<file path="src/rtl/if_pkg.sv">
// if_pkg: shared fetch/decode types and constants.
package if_pkg;
    localparam int DEF_ADDR_W = 32;
    localparam int DEF_INSTR_W = 32;
    localparam logic [31:0] NOP_INSTR = 32'h0000_0013;
    typedef struct packed {
        logic [DEF_ADDR_W-1:0]  pc;
        logic [DEF_INSTR_W-1:0] instr;
    } fetch_pkt_t;
endpackage

</file>
<file path="src/rtl/fetch_decode_queue_if.sv">
// fetch_decode_queue_if: fetch-side and decode-side handshakes of the instruction queue.
interface fetch_decode_queue_if import if_pkg::*; #(
    parameter int ADDR_W = DEF_ADDR_W,
    parameter int INSTR_W = DEF_INSTR_W,
    parameter int DEPTH = 4
);
    logic                     in_valid;
    logic                     in_ready;
    logic [ADDR_W-1:0]        in_pc;
    logic [INSTR_W-1:0]       in_instr;
    logic                     flush;
    logic                     out_valid;
    logic                     out_ready;
    logic [ADDR_W-1:0]        out_pc;
    logic [INSTR_W-1:0]       out_instr;
    logic [$clog2(DEPTH):0]   count;
    modport master (
        output in_valid, in_pc, in_instr, flush, out_ready,
        input  in_ready, out_valid, out_pc, out_instr, count
    );
    modport slave (
        input  in_valid, in_pc, in_instr, flush, out_ready,
        output in_ready, out_valid, out_pc, out_instr, count
    );
endinterface

</file>
<file path="src/rtl/queue_ptr.sv">
// queue_ptr: wrapping queue pointer with increment and load-value clear.
module queue_ptr #(
    parameter int W = 2
) (
    input  logic         clk,
    input  logic         rst,
    input  logic         inc,
    input  logic         clr,
    input  logic [W-1:0] clr_val,
    output logic [W-1:0] ptr
);
    logic [W-1:0] ptr_q, ptr_d;
    always_comb ptr_d = clr ? clr_val : inc ? ptr_q + W'(1) : ptr_q;
    always_ff @(posedge clk) begin
        if (rst) ptr_q <= '0;
        else     ptr_q <= ptr_d;
    end
    assign ptr = ptr_q;
endmodule

</file>
<file path="src/rtl/fetch_decode_queue.sv">
// fetch_decode_queue: elastic {pc, instr} FIFO between fetch and decode with flush and NOP bubble.
module fetch_decode_queue import if_pkg::*; #(
    parameter int ADDR_W = DEF_ADDR_W,
    parameter int INSTR_W = DEF_INSTR_W,
    parameter int DEPTH = 4
) (
    input logic clk,
    input logic rst,
    fetch_decode_queue_if.slave bus
);
    localparam int PW = $clog2(DEPTH);
    localparam int CW = PW + 1;
    typedef struct packed {
        logic [ADDR_W-1:0]  pc;
        logic [INSTR_W-1:0] instr;
    } pkt_t;
    pkt_t          mem_q [DEPTH];
    logic [PW-1:0] rd_ptr, wr_ptr;
    logic [CW-1:0] count_q, count_d;
    logic          push, pop, full;
    assign full = count_q == CW'(DEPTH);
    assign bus.in_ready = !rst && !bus.flush && !full;
    assign bus.out_valid = count_q != '0;
    assign push = bus.in_valid && bus.in_ready;
    assign pop = bus.out_valid && bus.out_ready;
    assign bus.count = count_q;
    assign bus.out_pc = bus.out_valid ? mem_q[rd_ptr].pc : '0;
    assign bus.out_instr = bus.out_valid ? mem_q[rd_ptr].instr : INSTR_W'(NOP_INSTR);
    // flush drops the whole contents by snapping the read pointer onto the write pointer
    queue_ptr #(.W(PW)) u_rd (
        .clk(clk), .rst(rst), .inc(pop), .clr(bus.flush), .clr_val(wr_ptr), .ptr(rd_ptr)
    );
    queue_ptr #(.W(PW)) u_wr (
        .clk(clk), .rst(rst), .inc(push), .clr(1'b0), .clr_val('0), .ptr(wr_ptr)
    );
    always_comb begin
        count_d = bus.flush ? '0 :
                  (push && !pop) ? count_q + CW'(1) :
                  (pop && !push) ? count_q - CW'(1) : count_q;
    end
    always_ff @(posedge clk) begin
        if (rst) count_q <= '0;
        else     count_q <= count_d;
    end
    always_ff @(posedge clk) begin
        if (push) mem_q[wr_ptr] <= '{pc: bus.in_pc, instr: bus.in_instr};
    end
endmodule

</file>
<file path="src/flat_wrapper.sv">
// flat-port wrapper written by rule: the top's interface ports become plain ports
module fetch_decode_queue_flat import if_pkg::*;
#(
    parameter int ADDR_W = DEF_ADDR_W,
    parameter int INSTR_W = DEF_INSTR_W,
    parameter int DEPTH = 4
)
  (clk, rst, bus_in_valid, bus_in_pc, bus_in_instr, bus_flush, bus_out_ready, bus_in_ready, bus_out_valid, bus_out_pc, bus_out_instr, bus_count);
  fetch_decode_queue_if #(.ADDR_W(ADDR_W), .INSTR_W(INSTR_W), .DEPTH(DEPTH)) bus_i ();
  input logic clk;
  input logic rst;
  input wire logic [$bits(bus_i.in_valid)-1:0] bus_in_valid;
  input wire logic [$bits(bus_i.in_pc)-1:0] bus_in_pc;
  input wire logic [$bits(bus_i.in_instr)-1:0] bus_in_instr;
  input wire logic [$bits(bus_i.flush)-1:0] bus_flush;
  input wire logic [$bits(bus_i.out_ready)-1:0] bus_out_ready;
  output wire logic [$bits(bus_i.in_ready)-1:0] bus_in_ready;
  output wire logic [$bits(bus_i.out_valid)-1:0] bus_out_valid;
  output wire logic [$bits(bus_i.out_pc)-1:0] bus_out_pc;
  output wire logic [$bits(bus_i.out_instr)-1:0] bus_out_instr;
  output wire logic [$bits(bus_i.count)-1:0] bus_count;
  assign bus_i.in_valid = bus_in_valid;
  assign bus_i.in_pc = bus_in_pc;
  assign bus_i.in_instr = bus_in_instr;
  assign bus_i.flush = bus_flush;
  assign bus_i.out_ready = bus_out_ready;
  assign bus_in_ready = bus_i.in_ready;
  assign bus_out_valid = bus_i.out_valid;
  assign bus_out_pc = bus_i.out_pc;
  assign bus_out_instr = bus_i.out_instr;
  assign bus_count = bus_i.count;
  fetch_decode_queue #(.ADDR_W(ADDR_W), .INSTR_W(INSTR_W), .DEPTH(DEPTH)) u_core (.clk(clk), .rst(rst), .bus(bus_i));
endmodule
</file>
<file path="config.mk">
export PLATFORM = sky130hd
export DESIGN_NAME = fetch_decode_queue_flat
export DESIGN_NICKNAME = d
export VERILOG_FILES = /design/src/rtl/if_pkg.sv /design/src/rtl/fetch_decode_queue_if.sv /design/src/rtl/queue_ptr.sv /design/src/rtl/fetch_decode_queue.sv /design/src/flat_wrapper.sv
export SDC_FILE = /design/constraint.sdc
export NUM_CORES = 1
export LEC_CHECK = 0
export BUFFER_PORTS_ARGS = -buffer_cell sky130_fd_sc_hd__buf_4
export CAP_MARGIN = 20
export CELL_PAD_IN_SITES_DETAIL_PLACEMENT = 0
export CELL_PAD_IN_SITES_GLOBAL_PLACEMENT = 1
export CORE_MARGIN = 2
export CORE_UTILIZATION = 40
export CTS_BUF_LIST = sky130_fd_sc_hd__clkbuf_16
export DETAILED_ROUTE_END_ITERATION = 6
export PLACE_DENSITY = 0.7
export SLEW_MARGIN = 20
export SYNTH_ARGS = -nofsm -noshare
export SYNTH_HDL_FRONTEND = slang
export SYNTH_SLANG_ARGS = --single-unit
</file>
<file path="constraint.sdc">
create_clock -name clk -period 4 [get_ports clk]
set_input_delay 1.2 -clock clk [delete_from_list [all_inputs] [get_ports clk]]
set_output_delay 1.2 -clock clk [all_outputs]
set_load 0.005 [all_outputs]
</file>
Word level (Yosys, flattened, before mapping). Memory sizes are Yosys's and may differ from the RTL's. A register that Yosys moved wholly into a read port is not among the register bits. Index checks and enable logic that the tools add are counted.

Equal/unequal tests: 1. Reduce and logical (&&, ||, !) cells: 15. Add/sub/neg operators: 4. Mux-type cells: 10.

Operators by type and width (number): two-way mux 32 bit (2); two-way mux 2 bit (4); logical AND 1 bit (6); two-way mux 3 bit (2); logical NOT 1 bit (5); adder 2 x 1 -> 2 bit, second input constant (2); nonzero test 2 bit (2); adder 3 x 1 -> 3 bit, second input constant (1); equality test 3 bit, second input constant (1); nonzero test 3 bit (1); subtractor 3 x 1 -> 3 bit, second input constant (1); two-way mux 1 bit (2); OR reduction 2 bit (1).

Memories: 1. Bits in writable memories: 256. Input bits: 69. Word-level logic and storage cells: 34. Output and inout port bits: 69. Register bits after elaboration: 7.

Memory list: u_core.mem_q (depth 4, width 64, rd ports 1, clocked after Yosys merged registers in 1, write ports 1, line fetch_decode_queue.sv:17) `pkt_t mem_q [DEPTH];`.

Logic depth before layout (Yosys ltp). Gate-level depths: netlist (run 1).

Word-level depth: 8. Mapped depth: 9. Gate-level depth less buffers: 8.

Cells and area by module. Synthesis (run 1) repeated with hierarchy kept, for this count alone.

Cells, all modules: 453. Area, all modules: 10167.3 sq um.

By module, submodules not included: fetch_decode_queue (seq. area each 7747.4 sq um, instances 1, area an instance 9962.1 sq um, cells each 433); queue_ptr (seq. area each 40.0 sq um, instances 2, area an instance 102.6 sq um, cells each 10).

Worst setup path after synthesis (run 1). Ideal clock, no wire load.

Path kind: input to register. From: input port bus_flush. To: memory u_core.mem_q[0][0] (netlist bit) (enable). Buffers on the path: 1. Data arrival time: 3421 ps. Slack: 150 ps. Stages: 3. Setup time: 429 ps. Data required time: 3571 ps. Cells stage by stage: buf_2 > nor3b_1 > and3_1.

Longest elaborated chain between the ends: 6.

RTL lines: start: declaration (line flat_wrapper.sv:15) `input wire logic [$bits(bus_i.flush)-1:0] bus_flush;`; logical NOT 1 bit (line fetch_decode_queue.sv:22) `assign bus.in_ready = !rst && !bus.flush && !full;`; logical AND 1 bit (2 in series) (line fetch_decode_queue.sv:22); logical AND 1 bit (line fetch_decode_queue.sv:24) `assign push = bus.in_valid && bus.in_ready;`; two-way mux 1 bit (line fetch_decode_queue.sv:46) `if (push) mem_q[wr_ptr] <= '{pc: bus.in_pc, instr: bus.in_instr};`; two-way mux 1 bit (implied by the code) (line fetch_decode_queue.sv:46); end: declaration (line fetch_decode_queue.sv:17).

No other way between the ends.

Worst setup path after layout (run 1).
From: register u_core.count_q[1], in the netlist u_core.bus.count[1]. To: output port bus_out_pc[31].

Longest elaborated chain between the ends: 2.

RTL lines: start: declaration (line fetch_decode_queue.sv:19) `logic [CW-1:0] count_q, count_d;`; start signal: assignment (line fetch_decode_queue.sv:43) `else count_q <= count_d;`; nonzero test 3 bit (line fetch_decode_queue.sv:23) `assign bus.out_valid = count_q != '0;`; two-way mux 32 bit (line fetch_decode_queue.sv:27) `assign bus.out_pc = bus.out_valid ? mem_q[rd_ptr].pc : '0;`; end: declaration (line flat_wrapper.sv:19) `output wire logic [$bits(bus_i.out_pc)-1:0] bus_out_pc;`.

No other way between the ends.

==> impl_metrics.tcl, run 1 <==
set metrics [dict create \
    status "finished, final reports clean" \
    cp_data_required_time_ns 2.80 \
    p_per_area_nw_per_um2 467 \
    grt_pass1_wl_microns 29800 \
    p_int_mw 4.64 \
    yosysSeqAreaShare_pct 76.8 \
    fmax_mhz 275 \
    die_x_microns 164 \
    io_pins 138 \
    wl_per_cell_microns 20.0 \
    synth-compound-area-share_pct 0.781 \
    min_path_cells 2 \
    cts-hold-fix-buffers 0 \
    portBuffers 137 \
    comb_power_share_pct 7.6 \
    fin_tns_setup_ns 0 \
    yosys_warnings 0 \
    final_layout_size_suffix_gt1_share_pct 41.0 \
    synth_cell_types 35 \
    synth.net_count 532 \
    cts_resized 0 \
    synthSimpleGateAreaFrac_pct 4.97 \
    syn_to_final_growth_pct 22.3 \
    hold_end "u_core.u_wr.ptr[0]" \
    rsz0062_at_grt "no" \
    dpl_worst_slack_ns 0.633 \
    p_sw_share_pct 20.7 \
    hold_class "register to register" \
    num_rows 58 \
    grt_pass1_vias 5344 \
    min_from "u_core.u_wr.ptr[0]" \
    rr_worst_depth 8 \
    setup_viol 0 \
    synthXorXnorAreaFrac_pct 0.256 \
    syn-cell-area_sq_um 10200 \
    critPathKind "register to output pin" \
    async_reset_ff_share_pct 0 \
    design_area_sq_um 12500 \
    synth-edff-count 256 \
    r2r_end "u_core.bus.count[2]" \
    critPathArrivalTime_ns 2.43 \
    slew_headroom_pct 57.7 \
    worst_pin_slew_ns 0.635 \
    synth_mux_area_share_pct 14.3 \
    overflow 0 \
    num_vias 4952 \
    cts_max_level 1 \
    vdd_drop_max_mv 0.238 \
    p_sw_mw 1.22 \
    final_nets 688 \
    core_sq_um 25200 \
    fin_skew_ns 0.00958 \
    fin_ws_ns 0.366 \
    drt_wl_total_microns 19300 \
    synthCells 457 \
    p_seq_share_pct 53.1 \
    post_cts_buffers 0 \
    slowest_delay_ns 0.52 \
    start_kind "register" \
    path_cells "nor3_2 > inv_2 > buf_12 > and2_1 > buf_4" \
    cp_slowest_cell "nor3_2" \
    grt_max_degree 42 \
    drc 0 \
    antenna_found_initial 1 \
    r2r_start "u_core.bus.count[0]" \
    clk_latency_ns 0.53 \
    finalWeightedCongestion 0.728 \
    worstPathMaxFanout 35 \
    viasPerCell 5.14 \
    period_share_pct 90.9 \
    drtAntennaViolNets 0 \
    avgSynthCellArea_sq_um 22.4 \
    drt_iter0_drc 279 \
    cp-end-kind "output pin" \
    cts_tree "done" \
    leakage_nw 4.29 \
    synthAdderAreaFrac_pct 0.806 \
    placed_area_sq_um 11700 \
    diodes 0 \
    p_clk_share_pct 39.3 \
    fin_crit_ns 3.63 \
    hold_viol_final 0 \
    synth_seq_cells 265 \
    start_util_pct 40.7 \
    fin_util_pct 49.8 \
    grt_use_total_pct 14.7 \
    cts_buffer_depth 3 \
    synthFlopType "edfxtp_1" \
    r2r_slack_ns 1.52 \
    ctsRootBufferMaster "clkbuf_16" \
    cts_sinks 265 \
    synth_top_family_by_area "multiplexers" \
    clk_pin_slew_worst_paths_ns 0.06 \
    dr.pass1.iters 4 \
    numCtsBuffers 28 \
    fp.dieH_microns 164 \
    maxCapViolations 0 \
    die-area_sq_um 26900 \
    dp_hpwl_microns 11700 \
    slew_violations 0 \
]
## power groups by stage
stage	Combinational, mW	Sequential, mW	Clock (mW)
after floorplan	0.250	3.16	0
after global placement	0.444	3.17	0
after detailed placement	0.456	3.17	0
after CTS	0.457	3.12	2.36
after global routing	0.486	3.12	2.47
final	0.445	3.11	2.30
## area by class of cell
type / count / area [sq um]
clock buffers: 29 / 726
well taps: 330 / 413
flip-flops and latches: 265 / 7880
repair buffers: 149 / 1220
fillers: 2057 / 12600
inverters: 4 / 15.0
multi-input cells: 165 / 2180
clock inverters: 22 / 108
## Yosys cell counts, types with 2 or more instances
cell type  number  share of area (%)
ha_1            5               0.61
and3_1          4               0.24
nand3_1         2              0.098
inv_1           4               0.15
and2_1         61                3.7
buf_12          6                1.2
mux4_2         60                 13
dfxtp_1         9                1.8
edfxtp_1      256                 75
clkbuf_1        7               0.26
nor3_1          3               0.15
xor2_1          2               0.17
a21oi_1         2              0.098
nor3b_1         2               0.15
buf_2           8               0.39
o21a_1          2               0.15
mux4_1          4                1.0
or2_1           3               0.18
## per-stage QoR
| stage | hold slack (ns) | total power, mW | cells |
|---|---|---|---|
| 5_1_grt | 0.573 | 6.08 | 964 |
| 4_1_cts | 0.519 | 5.94 | 964 |
| 6_report | 0.520 | 5.86 | 964 |
| 3_5_place_dp | 0.511 | 3.63 | 913 |
| 2_1_floorplan | 0.476 | 3.41 | 457 |
| 3_3_place_gp | 0.500 | 3.61 | 913 |
## kinds of logic (layout without fill, tap and decap cells)
| kind of cell | count (synthesis) | after routing |
|---|---|---|
| buf+inv | 27 | 204 |
| simple gates | 81 | 81 |
| compound gates | 10 | 10 |
| fa+ha+maj | 6 | 6 |
| xor+xnor | 3 | 3 |
| flops | 265 | 265 |
| mux | 65 | 65 |
## placed cells by master, fill, tap and decap left out, types with 5 or more instances in the layout
| cell type | instances |
|---|---|
| edfxtp_1 | 256 |
| clkbuf_16 | 29 |
| mux4_2 | 60 |
| buf_12 | 8 |
| dfxtp_1 | 7 |
| inv_1 | 9 |
| and2_1 | 61 |
| clkinv_2 | 9 |
| buf_4 | 141 |
| ha_1 | 5 |
## layer usage
| layer | vias up | track usage [%] | wire, microns |
|---|---|---|---|
| met5 | - | 0 | 13 |
| met3 | 33 | 2.90 | 998 |
| li1 | 2178 | - | - |
| met4 | 2 | 4.78 | 402 |
| met2 | 132 | 24.7 | 9660 |
| met1 | 2607 | 19.3 | 8230 |
## worst max-delay path, delay by kind of cell, from the launching register on
kind / cells / cell delay [ns]
simple gates: 2 / 0.70
flops: 1 / 0.38
buf+inv: 3 / 0.79
## registers in the layout, indices dropped and copies added, names as in the netlist, named ones only
name,flops
u_core.mem_q,256
u_core.bus.count,3
u_core.u_rd.ptr,2
u_core.u_wr.ptr,2
## how the worst max path moves through the flow
stage | startpoint | endpoint | slack, ns | cells past startpoint
after floorplan | bus_flush | u_core.mem_q[0][0] | 0.15 | 3
after global placement | bus_flush | u_core.bus.count[2] | 0.70 | 10
after detailed placement | bus_flush | u_core.bus.count[2] | 0.63 | 10
after CTS | u_core.bus.count[1] | bus_out_pc[31] | 0.31 | 5
after global routing | u_core.bus.count[1] | bus_out_instr[9] | 0.19 | 5
final | u_core.bus.count[1] | bus_out_pc[31] | 0.37 | 5
(Power assumes the default switching activity.)
==> inputs of run 2 (changes only) <==
- PLACE_DENSITY: 0.7 -> default
- PLACE_DENSITY_LB_ADDON: default -> 0.1
==> run 2 against run 1 <==
  * Routed wire length grew 4.2%
  * Hold slack lost 0.015 ns
  * Via count shrank 2.5%
  * Total power grew 0.28%
  * Largest cell class unchanged
  * Largest power group unchanged
==> impl_metrics.tcl, run 2 (same netlist as run 1, synthesis figures left out) <==
set metrics [dict create \
    status "finished, final reports clean" \
    dp.cells 918 \
    r2r_slack_ns 1.50 \
    die-area_sq_um 26900 \
    hold_end "u_core.u_wr.ptr[0]" \
    min_from "u_core.u_wr.ptr[0]" \
    final_layout_size_suffix_gt1_share_pct 40.7 \
    drt_iter0_drc 189 \
    num_vias 4829 \
    slowest_delay_ns 0.64 \
    cp_top_family "flip-flops" \
    cts_resized 0 \
    placed_area_sq_um 11700 \
    slew_violations 0 \
    grt_pass1_wl_microns 30100 \
    design_area_sq_um 12500 \
    portBuffers 137 \
    register_area_sq_um 7880 \
    p_per_area_nw_per_um2 468 \
    leakage_nw 4.31 \
    wl_per_cell_microns 20.7 \
    num_rows 58 \
    io_pins 138 \
    largest_reg_flops 256 \
    final_nets 694 \
    start_util_pct 40.7 \
    period_share_pct 88.6 \
    path_cells "buf_12 > mux4_2 > and2_1 > buf_4" \
    die_x_microns 164 \
    setup_viol 0 \
    fin_tns_setup_ns 0 \
    p_clk_share_pct 39.4 \
    overflow 0 \
    finalWeightedCongestion 0.723 \
    p_int_mw 4.64 \
    min_path_cells 2 \
    fp.dieH_microns 164 \
    drc 0 \
    fin_crit_ns 3.54 \
    clk_pin_slew_worst_paths_ns 0.06 \
    worst_pin_slew_ns 0.591 \
    cts_tree "done" \
    fillerInstances 2084 \
    worst_hold_slack_ns 0.504 \
    fin_cells 972 \
    fin_util_pct 49.8 \
    grt_use_total_pct 15.1 \
    drtAntennaViolNets 0 \
    core_sq_um 25200 \
    grt_pass1_vias 5186 \
    drt_wl_total_microns 20100 \
    syn_to_final_growth_pct 22.4 \
    fin_skew_ns 0.0162 \
    multi_input_area_sq_um 2180 \
    start_kind "register" \
    numCtsBuffers 29 \
    post_cts_buffers 0 \
    comb_power_share_pct 7.6 \
    cts-hold-fix-buffers 0 \
    rr_worst_depth 8 \
    vdd_drop_max_mv 0.275 \
    r2r_start "u_core.bus.count[0]" \
    maxCapViolations 0 \
    worstPathMaxFanout 26 \
    cp_slowest_cell "dfxtp_4" \
    hold_class "register to register" \
    viasPerCell 4.97 \
    grt_max_degree 45 \
    ctsRootBufferMaster "clkbuf_16" \
    fmax_mhz 282 \
    final_cell_mix "256 x edfxtp_1, 149 x buf_4, 61 x and2_1" \
    critPathKind "register to output pin" \
    diodes 0 \
    clk_latency_ns 0.54 \
    dp_hpwl_microns 12000 \
    critPathArrivalTime_ns 2.34 \
    p_sw_share_pct 21.0 \
    antenna_found_initial 0 \
    r2r_end "u_core.bus.count[2]" \
    cts_buffer_depth 3 \
    rsz0062_at_grt "no" \
    p_sw_mw 1.23 \
    cts_sinks 265 \
    layout_commonest_cell "edfxtp_1" \
    dr.pass1.iters 4 \
    p_seq_share_pct 53.1 \
    critical_path_buf_inv_count 2 \
    hold_viol_final 0 \
    slew_headroom_pct 60.6 \
    cp_data_required_time_ns 2.80 \
    regMostFlops "u_core.mem_q" \
    cp-end-kind "output pin" \
    cts_max_level 1 \
]
run 2: worst max-delay path by stage:
stage                     endpoint  slack [ns]  cells after the start
4_1_cts             bus_out_pc[19]        0.36                      4
2_1_floorplan   u_core.mem_q[0][0]        0.15                      3
3_3_place_gp   u_core.bus.count[2]        0.72                     10
5_1_grt             bus_out_pc[21]        0.28                      4
6_report            bus_out_pc[15]        0.46                      4
3_5_place_dp   u_core.bus.count[2]        0.65                     10
run 2: power groups by stage:
stage                     Clock (mW)  Sequential [mW]  Combinational [mW]
final                           2.31             3.12               0.444
after global routing            2.49             3.12               0.487
after CTS                       2.38             3.12               0.458
after detailed placement           0             3.18               0.456
after global placement             0             3.17               0.449
after floorplan                    0             3.16               0.250
run 2: through the flow:
step / worst slack (ns) / power [mW]
5_1_grt: 0.281 / 6.10
3_5_place_dp: 0.655 / 3.63
6_report: 0.456 / 5.88
3_3_place_gp: 0.722 / 3.62
2_1_floorplan: 0.150 / 3.41
4_1_cts: 0.364 / 5.96
run 2: worst min-delay path, cell delays in order (launching register included):
cell,delay [ns]
dfxtp_1,0.33
nand2b_1,0.08
o21ai_1,0.05
run 2: final cells by class:
| class | instances | area share [%] |
|---|---|---|
| clock buffer | 29 | 5.79 |
| clock inverter | 25 | 0.878 |
| inverter | 4 | 0.120 |
| multi-input combinational | 165 | 17.4 |
| sequential | 265 | 62.8 |
| tap | 330 | 3.29 |
| timing repair buffer | 154 | 9.72 |
run 2: metal layers:
metal	up-vias	global-route usage (%)	wire length [microns]
met3	31	3.33	1140
met5	-	0	0
met2	119	25.3	10100
met4	0	3.71	371
met1	2494	20.2	8550
li1	2185	-	-
